--- config.mk ---
export PLATFORM = sky130hd
export DESIGN_NAME = i2s_ctrl
export DESIGN_NICKNAME = d
export VERILOG_FILES = /design/src/rtl/i2s_pkg.sv /design/src/rtl/i2s_stage.sv /design/src/rtl/i2s_ctrl.sv
export SDC_FILE = /design/constraint.sdc
export NUM_CORES = 1
export LEC_CHECK = 0
export CORE_MARGIN = 2
export CORE_UTILIZATION = 47
export CTS_CLUSTER_DIAMETER = 60
export DETAILED_ROUTE_END_ITERATION = 12
export HOLD_SLACK_MARGIN = 0.05
export PLACE_DENSITY = 0.85
export RECOVER_POWER = 25
export SLEW_MARGIN = 20
export SYNTH_ARGS = -nofsm -noshare
export SYNTH_HDL_FRONTEND = slang
export SYNTH_HIERARCHICAL = 1
export SYNTH_SLANG_ARGS = --single-unit
--- constraint.sdc ---
create_clock -name clk -period 3.9 [get_ports clk]
set_clock_uncertainty 0.15 [all_clocks]
set_input_delay 0.585 -clock clk [delete_from_list [all_inputs] [get_ports clk]]
set_output_delay 0.585 -clock clk [all_outputs]
set_load 0.03 [all_outputs]
--- src/rtl/i2s_pkg.sv ---
// ----------------------------------------------------------------------------
// i2s_pkg
// Shared definitions for the I2S transmit controller: controller state
// encoding, slot/frame counter constants, sample width and the fetch-window
// helper used by i2s_ctrl.
// ----------------------------------------------------------------------------
package i2s_pkg;

   localparam int DATA_W = 16;

   // cnt_lrc[3:0] value at which the datapath loads a new word (slot start)
   localparam logic [3:0] SLOT_LOAD  = 4'd0;
   // last bit of a stereo frame; the next strobe starts the left channel
   localparam logic [4:0] FRAME_LAST = 5'd31;

   typedef enum logic [1:0] {
      ST_IDLE     = 2'd0,
      ST_PREFETCH = 2'd1,
      ST_RUN      = 2'd2,
      ST_DRAIN    = 2'd3
   } state_t;

   // FIFO fetches are allowed while preparing or streaming. While draining,
   // only the right-channel word still to be sent may be fetched, so the
   // window closes once the frame enters its right half.
   function automatic logic fetch_allowed(input state_t st, input logic right_half);
      logic ok;
      ok = 1'b0;
      case (st)
         ST_PREFETCH: ok = 1'b1;
         ST_RUN:      ok = 1'b1;
         ST_DRAIN:    ok = ~right_half;
         default:     ok = 1'b0;
      endcase
      return ok;
   endfunction

endpackage

--- src/rtl/i2s_stage.sv ---
// ----------------------------------------------------------------------------
// i2s_stage
// One-word staging register between the sample FIFO and the I2S datapath.
// Issues single FIFO pops and captures the returned word one cycle later.
//
// Ports
//   clk          system clock, rising edge
//   rst          synchronous active-low reset
//   fetch_en     controller allows a FIFO fetch this cycle
//   fifo_empty   FIFO has no word
//   fifo_rdata   FIFO read data, valid the cycle after fifo_rd
//   consume      datapath loaded a word this cycle (slot start while streaming)
//   fifo_rd      one-cycle FIFO pop pulse
//   stage_valid  staging register holds an unsent word
//   stage_data   staged word
// ----------------------------------------------------------------------------
module i2s_stage
   import i2s_pkg::*;
(
   input  logic              clk,
   input  logic              rst,
   input  logic              fetch_en,
   input  logic              fifo_empty,
   input  logic [DATA_W-1:0] fifo_rdata,
   input  logic              consume,
   output logic              fifo_rd,
   output logic              stage_valid,
   output logic [DATA_W-1:0] stage_data
);

   logic rd_pend;   // a pop has been issued and its data not yet captured
   logic rd_q;      // fifo_rd delayed: fifo_rdata is valid this cycle
   logic issue;

   assign issue = fetch_en & ~stage_valid & ~rd_pend & ~fifo_empty;

   always_ff @(posedge clk) begin
      if (!rst) begin
         // NOTE: stage_data is a single register, not a memory array, so it
         // is reset cheaply; a reset also drops rd_q, which discards any
         // read that was in flight.
         fifo_rd     <= 1'b0;
         rd_q        <= 1'b0;
         rd_pend     <= 1'b0;
         stage_valid <= 1'b0;
         stage_data  <= '0;
      end else begin
         // NOTE: non-blocking assignments let every register here sample the
         // pre-edge values of its neighbours, independent of statement order.
         fifo_rd <= issue;
         rd_q    <= fifo_rd;

         if (issue)
            rd_pend <= 1'b1;
         else if (rd_q)
            rd_pend <= 1'b0;

         // A capture only happens while stage_valid is clear, so a capture
         // landing on a load event leaves the slot as an underrun and keeps
         // the new word for the following slot.
         if (rd_q) begin
            stage_data  <= fifo_rdata;
            stage_valid <= 1'b1;
         end else if (consume) begin
            stage_valid <= 1'b0;
         end
      end
   end

endmodule

--- src/rtl/i2s_ctrl.sv ---
// ----------------------------------------------------------------------------
// i2s_ctrl
// Control block for an I2S transmitter: sequences start/stop of streaming,
// feeds the datapath one word per slot from a staging register, and tracks
// underruns (slots where no word was ready).
//
// Ports
//   clk           system clock, rising edge
//   rst           synchronous active-low reset
//   enable        level request to stream audio
//   fifo_empty    sample FIFO has no word
//   fifo_rdata    FIFO read data, valid the cycle after fifo_rd
//   fifo_rd       one-cycle FIFO pop pulse
//   strobe        datapath bit strobe, one clk wide per bclk period
//   cnt_lrc       datapath slot/bit counter; bit 4 = channel (0 left, 1 right)
//   load_data     datapath load command
//   shift_data    datapath shift command
//   tx_data       word presented to the datapath
//   busy          controller not idle
//   underrun      sticky underrun flag
//   underrun_clr  clears underrun and underrun_cnt
//   underrun_cnt  saturating count of underrun slots
// ----------------------------------------------------------------------------
module i2s_ctrl
   import i2s_pkg::*;
#(
   parameter int UCNT_W = 8
) (
   input  logic              clk,
   input  logic              rst,
   input  logic              enable,
   input  logic              fifo_empty,
   input  logic [DATA_W-1:0] fifo_rdata,
   output logic              fifo_rd,
   input  logic              strobe,
   input  logic [4:0]        cnt_lrc,
   output logic              load_data,
   output logic              shift_data,
   output logic [DATA_W-1:0] tx_data,
   output logic              busy,
   output logic              underrun,
   input  logic              underrun_clr,
   output logic [UCNT_W-1:0] underrun_cnt
);

   state_t            state;
   logic              streaming;
   logic              load_ev;
   logic              consume;
   logic              fetch_en;
   logic              underrun_ev;
   logic              stage_valid;
   logic [DATA_W-1:0] stage_data;

   // Load/shift follow the counter in every state; in IDLE tx_data is zero,
   // so the datapath simply shifts out silence.
   assign load_data  = (cnt_lrc[3:0] == SLOT_LOAD);
   assign shift_data = ~load_data;
   assign load_ev    = strobe & load_data;

   assign streaming   = (state == ST_RUN) || (state == ST_DRAIN);
   assign consume     = load_ev & streaming;
   assign underrun_ev = consume & ~stage_valid;
   assign fetch_en    = fetch_allowed(state, cnt_lrc[4]);

   assign tx_data = (streaming && stage_valid) ? stage_data : '0;
   assign busy    = (state != ST_IDLE);

   i2s_stage u_stage (
      .clk         (clk),
      .rst         (rst),
      .fetch_en    (fetch_en),
      .fifo_empty  (fifo_empty),
      .fifo_rdata  (fifo_rdata),
      .consume     (consume),
      .fifo_rd     (fifo_rd),
      .stage_valid (stage_valid),
      .stage_data  (stage_data)
   );

   // Streaming starts only on a frame boundary with a word already staged,
   // so the first word loaded is always a left-channel sample. A drain runs
   // to the end of the current frame so the right channel is never cut off.
   always_ff @(posedge clk) begin
      if (!rst) begin
         state <= ST_IDLE;
      end else begin
         case (state)
            ST_IDLE: begin
               if (enable)
                  state <= ST_PREFETCH;
            end
            ST_PREFETCH: begin
               if (!enable)
                  state <= ST_IDLE;
               else if (strobe && (cnt_lrc == FRAME_LAST) && stage_valid)
                  state <= ST_RUN;
            end
            ST_RUN: begin
               if (!enable)
                  state <= ST_DRAIN;
            end
            ST_DRAIN: begin
               if (strobe && (cnt_lrc == FRAME_LAST))
                  state <= ST_IDLE;
            end
            default: state <= ST_IDLE;
         endcase
      end
   end

   // A clear wins over an underrun in the same cycle.
   always_ff @(posedge clk) begin
      if (!rst) begin
         underrun     <= 1'b0;
         underrun_cnt <= '0;
      end else if (underrun_clr) begin
         underrun     <= 1'b0;
         underrun_cnt <= '0;
      end else if (underrun_ev) begin
         underrun <= 1'b1;
         if (underrun_cnt != '1)
            underrun_cnt <= underrun_cnt + 1'b1;
      end
   end

endmodule

# --- Word-level counts from Yosys, hierarchy flattened ---
# Index checks and enable logic that the tools add are counted.
totals:
  regBits: 31
  input_bits: 27
  out_inout_bits: 29
classes:
  add_sub_neg: 1
  eq_ne: 9
  n_mux: 12
  bitwise: 12
  n_reduce_logical: 13
ops:
  columns: ["operator", "n"]
  rows:
  - ["$mux 16", 1]
  - ["$mux 2", 5]
  - ["$add 8x1->8 const B", 1]
  - ["$ne 8x8->1 const B", 1]
  - ["$pmux 2 s4", 1]
  - ["$and 1x1->1", 6]
  - ["$not 1->1", 6]
  - ["$reduce_bool 2->1", 3]
  - ["$eq 5x5->1 const B", 1]
  - ["$eq 2x2->1 const B", 2]
  - ["$logic_not 4->1", 1]
  - ["$mux 1", 4]
  - ["$ne 2x2->1 const B", 2]
  - ["$reduce_and 4->1", 1]
  - ["$reduce_or 2->1", 2]
  - ["$logic_and 1x1->1", 3]
  - ["$ne 3x3->1 const B", 1]
  - ["$eq 2x1->1 const B", 1]
  - ["$logic_not 2->1", 1]
  - ["$ne 2x1->1 const B", 1]
  - ["$pmux 1 s2", 1]
  - ["$reduce_and 2->1", 1]
  - ["$logic_or 1x1->1", 1]

# --- Logic depth before layout (Yosys ltp) ---
# Gate-level depths: netlist of the first run.
depth:
  ltp_word: 7
  mapped_depth: 7

# --- Hierarchy ---
# The synthesis of the first run kept the hierarchy.
modules_own_cells:
  columns: ["module", "instances", "cells_per_inst", "area_per_inst_um2"]
  rows:
  - ["i2s_ctrl", 1, 102, 822.0]
  - ["i2s_stage", 1, 63, 716.9]

# --- Least setup slack after synthesis of the first run ---
# OpenSTA, ideal clock, no wires.
synth_timing:
  kind: "input-to-reg"
  start: "input cnt_lrc[0]"
  end: "register underrun_cnt[7]"
  arrival_time_ns: 2.321
  required_ns: 3.620
  slack_ns: 1.299
  path_stages: 6
  n_path_buf: 1
  cell_sequence: "nor4_4 > inv_2 > or3_4 > buf_4 > o41ai_1 > a21oi_1"
synth_between:
  elab_chain_len: 5
synth_rtl:
  columns: ["item", "line_no", "rtl"]
  rows:
  - ["start, declared", "i2s_ctrl.sv:36", "input logic [4:0] cnt_lrc,"]
  - ["$logic_not 4->1", "i2s_ctrl.sv:57", "assign load_data = (cnt_lrc[3:0] == SLOT_LOAD);"]
  - ["$and 1x1->1", "i2s_ctrl.sv:59", "assign load_ev = strobe & load_data;"]
  - ["$and 1x1->1", "i2s_ctrl.sv:62", "assign consume = load_ev & streaming;"]
  - ["$and 1x1->1", "i2s_ctrl.sv:63", "assign underrun_ev = consume & ~stage_valid;"]
  - ["$reduce_and 2->1 (no line)", null, null]
  - ["end signal, assigned", "i2s_ctrl.sv:123", "underrun_cnt <= underrun_cnt + 1'b1;"]
  - ["end, declared", "i2s_ctrl.sv:43", "output logic [UCNT_W-1:0] underrun_cnt"]
# Every way passes these cells.
# A chain may end at the register's enable or synchronous reset.

# --- Final worst setup path of the first run ---
layout_timing:
  start: "register state[0]"
  end: "output tx_data[0]"
layout_between:
  elab_chain_len: 4
  word_cells_on_any_way: 5
  cone_classes: "eq/ne (2); mux (1); reduce/logical (2)"
layout_rtl:
  columns: ["item", "line_no", "rtl"]
  rows:
  - ["start, declared", "i2s_ctrl.sv:46", "state_t state;"]
  - ["start signal, assigned", "i2s_ctrl.sv:86", "state <= ST_IDLE;"]
  - ["start signal, assigned", "i2s_ctrl.sv:91", "state <= ST_PREFETCH;"]
  - ["start signal, assigned", "i2s_ctrl.sv:95", "state <= ST_IDLE;"]
  - ["$eq 2x2->1", "i2s_ctrl.sv:61", "assign streaming = (state == ST_RUN) || (state == ST_DRAIN);"]
  - ["$logic_or 1x1->1 *", "i2s_ctrl.sv:61", null]
  - ["$logic_and 1x1->1 *", "i2s_ctrl.sv:66", "assign tx_data = (streaming && stage_valid) ? stage_data : '0;"]
  - ["$mux 16 *", "i2s_ctrl.sv:66", null]
  - ["end, declared", "i2s_ctrl.sv:39", "output logic [DATA_W-1:0] tx_data,"]
# Mark *: on every way between the ends. The rest lies on a longest branch, timed or not.

==> flow_metrics.py, run 1 <==
metrics = {
    "outcome": {
        "outcome": "finished clean",
    },
    "synthesis": {
        "synth.distinct_cells": 40,
        "yosys_warnings": 6,
        "synth_enable_flop_cells": 0,
        "syn-cell-area_um2": 1539,
        "ys_ff_latch": 31,
        "syn_inst": 165,
        "synth_ff_type": "dfxtp_1",
        "async_reset_ff_frac": 0,
        "avgSynthCellArea_um2": 9.327,
        "ys_seq_area_frac": 0.4033,
        "synth_nets": 198,
    },
    "hold_path": {
        "hold_class": "reg2reg",
        "min_from": "u_stage/fifo_rd",
    },
    "layout": {
        "layout_common_cells": "clkdlybuf4s50_1 (54), dfxtp_1 (31), nor2_1 (21)",
        "area_growth_pct": 41.63,
        "drive_gt1_frac": 0.07207,
        "final_util": 0.7081,
        "layout_commonest_cell": "clkdlybuf4s50_1",
        "antenna_cells": 0,
        "fin_nets": 254,
    },
    "timing": {
        "timing.fmax_ghz": 0.3207,
        "hold_violations": 0,
        "setup_viol": 0,
        "slew_viol_final": 0,
        "tightest_slew_ns": 0.9725,
        "whs_ns": 0.3446,
        "post-route-period-util": 0.7996,
        "relSlewSlack": 0.3508,
        "rsz0062_at_grt": "false",
        "post-route-min-period_ns": 3.118,
        "setup_tns_ns": 0,
        "fin_ws_ns": 0.7816,
    },
    "clock_tree": {
        "cts_setup_buffers": 0,
        "cts.sinks": 31,
        "cts-resized-gates": 0,
        "cts_buffers": 5,
        "clockRootBuffer": "clkbuf_4",
        "cts.clk_slew.worst_paths_ns": 0.10,
        "cts_tree": "done",
        "clockBufferDepth": 2,
        "clk_latency_ns": 0.33,
        "hold_buffers": 0,
        "htreeDepth": 2,
    },
    "global_routing": {
        "overflow": 0,
        "grt_pass1_vias": 1398,
        "antenna_found_initial": 0,
        "grt_max_degree": 19,
        "grt_pass1_wl_mm": 5.885,
        "grt_use_total": 0.2163,
    },
    "critical_path": {
        "crit_chain": "inv_1, ha_1, o21a_1, and2_1, clkdlybuf4s50_1",
        "worst_setup_path_start_kind": "register",
        "r2r_start": "state[0]",
        "critPathMaxStageDelay_ns": 0.67,
        "cp-startpoint": "state[0]",
        "path_class": "reg2out",
        "required_ns": 3.16,
        "crit_fanout": 16,
        "critPathSlowestCell": "clkdlybuf4s50_1",
        "end_kind": "output pin",
        "arrival_ns": 2.38,
    },
    "place": {
        "place_ws_ns": 1.063,
        "place_congestion": 0.8340,
        "numPortBuffers": 55,
        "dp_hpwl_mm": 2.739,
    },
    "drt": {
        "wl_per_cell_um": 14.00,
        "dr.pass1.iters": 4,
        "via_per_inst": 5.278,
        "drt_iter0_markers": 79,
        "vias": 1404,
        "finalWirelength_mm": 3.723,
        "drtAntennaViolNets": 0,
        "drcViolationCount": 0,
    },
    "power_and_ir_drop": {
        "total_power_uw": 662.9,
        "peakVddDrop_mv": 0.2141,
        "powerDensity_nw_per_um2": 304.1,
        "p_leak_uw": 0.0007480,
    },
    "die": {
        "core-area_um2": 3078,
        "std_cell_rows": 20,
        "die_area_um2": 3748,
        "die_height_um": 61.22,
        "dieWidth_um": 61.22,
        "start_util": 0.5000,
        "io_pins": 56,
    },
    "run": {
        "max_cap_violations": 0,
    },
}
-- cells in the mapped netlist, types with 2 or more instances --
master    count  area share
nor2_1       21       0.051
or4_1         4       0.020
nand2_1       4      0.0098
nand3_1       7       0.023
o41ai_1       3       0.017
nand2b_1      4       0.016
dfxtp_1      31        0.40
nor3_1        2      0.0065
mux2i_1      18        0.12
o21ai_0       5       0.016
nand4_1       2      0.0081
inv_2         2      0.0049
inv_1         5       0.012
and2_1       17       0.069
ha_1          6       0.049
o31ai_1       2      0.0098
a21oi_1       7       0.023
nor2b_1       2      0.0081
o21a_1        2      0.0098
-- sequential cells by signal, indices dropped and copies added (netlist names), named ones only --
signal / flops
underrun: 1
u_stage/rd_pend: 1
u_stage/rd_q: 1
state: 1
u_stage/fifo_rd: 1
u_stage/stage_valid: 1
u_stage/stage_data: 16
underrun_cnt: 8
-- kinds of logic after synthesis --
| logic type | share of synthesized area |
|---|---|
| AND/OR/NAND/NOR | 0.2634 |
| buffers and inverters | 0.05040 |
| multiplexers | 0.1171 |
| adder cells (fa/ha/maj) | 0.04878 |
| flip-flops | 0.4033 |
| AO/OA/AOI/OAI | 0.1171 |
-- final timing paths --
| check | slack [ns] | end | depth (start not counted) |
|---|---|---|---|
| worst max register to register | 1.65 | underrun_cnt[7] | 6 |
| worst min-delay path | 0.34 | u_stage/rd_q | 1 |
| worst min register to register | 0.34 | u_stage/rd_q | 1 |
| worst max-delay path | 0.78 | tx_data[0] | 5 |
-- metrics by stage --
stage	std cells	area, um2
floorplan	165	1539
global placement	258	2093
detailed placement	258	2093
CTS	266	2180
global route	266	2180
finish	266	2180
-- layout make-up --
type                    instances  area [um2]
fillers                       249       898.4
well taps                      44       55.05
multi-input cells             121       840.8
repair buffers                 55       550.5
clock buffers                   6       51.30
clock inverters                 2       35.03
inverters                       7       26.28
flip-flops and latches         31       620.6
-- routing by layer --
layer	vias up	wire [um]	track usage
met5	-	0	0
met4	0	74	0.1118
met3	9	205	0.08613
met2	37	1896	0.3541
met1	664	1547	0.2422
li1	694	-	-
-- power by group --
part | total, uW | internal (uW) | switching [uW]
clock | 268 | 151 | 116
sequential | 325 | 320 | 4.93
combinational | 69.9 | 39.4 | 30.6
total | 663 | 511 | 152
-- critical path, delay by kind of cell (launching register included) --
| family | cells | cell delay, ns |
|---|---|---|
| AND/OR/NAND/NOR | 1 | 0.20 |
| buffers and inverters | 2 | 0.79 |
| flip-flops | 1 | 0.37 |
| adder cells (fa/ha/maj) | 1 | 0.26 |
| AO/OA/AOI/OAI | 1 | 0.43 |
Note: power is estimated with default switching activity, not from simulation.
==> inputs of run 2 (changes only) <==
--- a/config.mk
+++ b/config.mk
@@ -6,11 +6,11 @@
 export NUM_CORES = 1
 export LEC_CHECK = 0
 export CORE_MARGIN = 2
-export CORE_UTILIZATION = 47
+export CORE_UTILIZATION = 44
 export CTS_CLUSTER_DIAMETER = 60
 export DETAILED_ROUTE_END_ITERATION = 12
 export HOLD_SLACK_MARGIN = 0.05
-export PLACE_DENSITY = 0.85
+export PLACE_DENSITY = 0.8
 export RECOVER_POWER = 25
 export SLEW_MARGIN = 20
 export SYNTH_ARGS = -nofsm -noshare
==> constraint.sdc (replaced) <==
create_clock -name clk -period 3.1 [get_ports clk]
set_clock_uncertainty 0.15 [all_clocks]
set_input_delay 0.465 -clock clk [delete_from_list [all_inputs] [get_ports clk]]
set_output_delay 0.465 -clock clk [all_outputs]
set_load 0.03 [all_outputs]
==> run 2 against run 1 <==
Effect of this change:
- final cell count is 0.75% higher
- via count fell by 0.14%
- routed wire length is 0.13% lower
- die area is 6.4% higher
- setup slack lost 0.57 ns
- global-route usage fell by 2.1 points
- core utilization shrank 5.6 points
- combinational power is 24% higher
- first-iteration DRC count stayed put
- power rose by 24%
- flip-flop and latch count did not move
- critical path type unchanged
- critical endpoint is now tx_data[3]
- largest power group unchanged
==> flow_metrics.py, run 2 (synthesized netlist as in run 1, its figures left out) <==
metrics = {
    "layout": {
        "drive_gt1_frac": 0.07207,
        "fillers": 285,
        "area_growth_pct": 41.38,
        "largest_reg_flops": 16,
        "regMostFlops": "u_stage/stage_data",
        "layout_commonest_cell": "clkdlybuf4s50_1",
        "antenna_cells": 0,
        "layout_common_cells": "clkdlybuf4s50_1 (54), dfxtp_1 (31), nor2_1 (21)",
        "top_regs": "u_stage/stage_data: 16 flops, underrun_cnt: 8 flops",
        "design_area_um2": 2176,
        "fin_nets": 254,
    },
    "critical_path": {
        "required_ns": 2.48,
        "arrival_ns": 2.27,
        "end_kind": "output pin",
        "crit_fanout": 16,
        "path_class": "reg2out",
        "worst_setup_path_start_kind": "register",
    },
    "die": {
        "core-area_um2": 3337,
        "std_cell_rows": 21,
        "die_area_um2": 3987,
        "start_util": 0.4612,
        "io_pins": 56,
        "die_height_um": 63.14,
        "dieWidth_um": 63.14,
    },
    "clock_tree": {
        "cts.clk_slew.worst_paths_ns": 0.09,
        "htreeDepth": 2,
        "hold_buffers": 0,
        "cts_buffers": 5,
        "cts_tree": "done",
        "cts_setup_buffers": 0,
        "cts.sinks": 31,
        "clk_latency_ns": 0.32,
        "cts-resized-gates": 0,
        "clockRootBuffer": "clkbuf_4",
        "clockBufferDepth": 2,
    },
    "timing": {
        "hold_violations": 0,
        "timing.fmax_ghz": 0.3464,
        "post-route-min-period_ns": 2.887,
        "setup_viol": 0,
        "slew_viol_final": 0,
        "relSlewSlack": 0.3747,
        "tightest_slew_ns": 0.9367,
        "whs_ns": 0.3250,
        "post-route-period-util": 0.9312,
        "rsz0062_at_grt": "false",
        "setup_tns_ns": 0,
    },
    "place": {
        "placed_area_um2": 2096,
        "place_congestion": 0.8315,
        "dp_hpwl_mm": 2.845,
        "numPortBuffers": 55,
    },
    "run": {
        "max_cap_violations": 0,
    },
    "drt": {
        "via_per_inst": 5.231,
        "dr.pass1.iters": 4,
        "finalWirelength_mm": 3.718,
        "drt_iter0_markers": 79,
        "drcViolationCount": 0,
        "drtAntennaViolNets": 0,
        "wl_per_cell_um": 13.87,
        "vias": 1402,
    },
    "global_routing": {
        "overflow": 0,
        "antenna_found_initial": 0,
        "grt_use_total": 0.1953,
        "grt_pass1_wl_mm": 6.141,
        "grt_pass1_vias": 1372,
        "grt_max_degree": 19,
    },
    "outcome": {
        "outcome": "finished clean",
    },
    "power_and_ir_drop": {
        "p_leak_uw": 0.0007427,
        "powerDensity_nw_per_um2": 378.5,
        "peakVddDrop_mv": 0.2371,
    },
    "hold_path": {
        "hold_class": "reg2reg",
    },
}
[run 2: final cells by class]
class,count,area [um2],share of cell area
clock inverters,2,35.03,0.01610
inverters,7,26.28,0.01208
clock buffers,6,51.30,0.02358
repair buffers,55,550.5,0.2530
flip-flops and latches,31,620.6,0.2852
well taps,46,57.56,0.02645
multi-input cells,121,834.6,0.3836
[run 2: path summary, 6_finish.rpt]
check	from	to	slack, ns	cells after the start
max	state[0]	tx_data[3]	0.21	5
min	u_stage/rd_pend	u_stage/fifo_rd	0.33	1
max reg2reg	state[0]	underrun_cnt[7]	0.75	6
min reg2reg	u_stage/rd_pend	u_stage/fifo_rd	0.33	1
[run 2: critical path, stage by stage (launching register included)]
cell and delay, ns:
dfxtp_1 0.44, inv_1 0.11, ha_1 0.28, o21a_2 0.32, and2_1 0.19, clkdlybuf4s50_1 0.60
[run 2: metal layers]
metal | track usage | vias to the layer above | part of all wire
met5 | 0 | - | 0
met4 | 0.08333 | 0 | 0.016
met3 | 0.06250 | 6 | 0.041
met2 | 0.3564 | 32 | 0.54
met1 | 0.2038 | 665 | 0.40
li1 | - | 699 | -
[run 2: through the flow]
stage	instances	worst slack [ns]	utilization	power, uW
final	268	0.2133	0.6520	823.6
after detailed placement	260	0.3506	0.6280	505.6
after CTS	268	0.03705	0.6539	832.6
after floorplan	165	0.6188	-	455.2
after global placement	260	0.4882	0.6280	501.8
after global routing	268	0.07173	0.6520	864.0
[run 2: power by group]
part	internal [uW]	switching (uW)	total, uW
clock	191	137	328
combinational	49.4	37.3	86.7
sequential	403	6.08	409
total	643	181	824
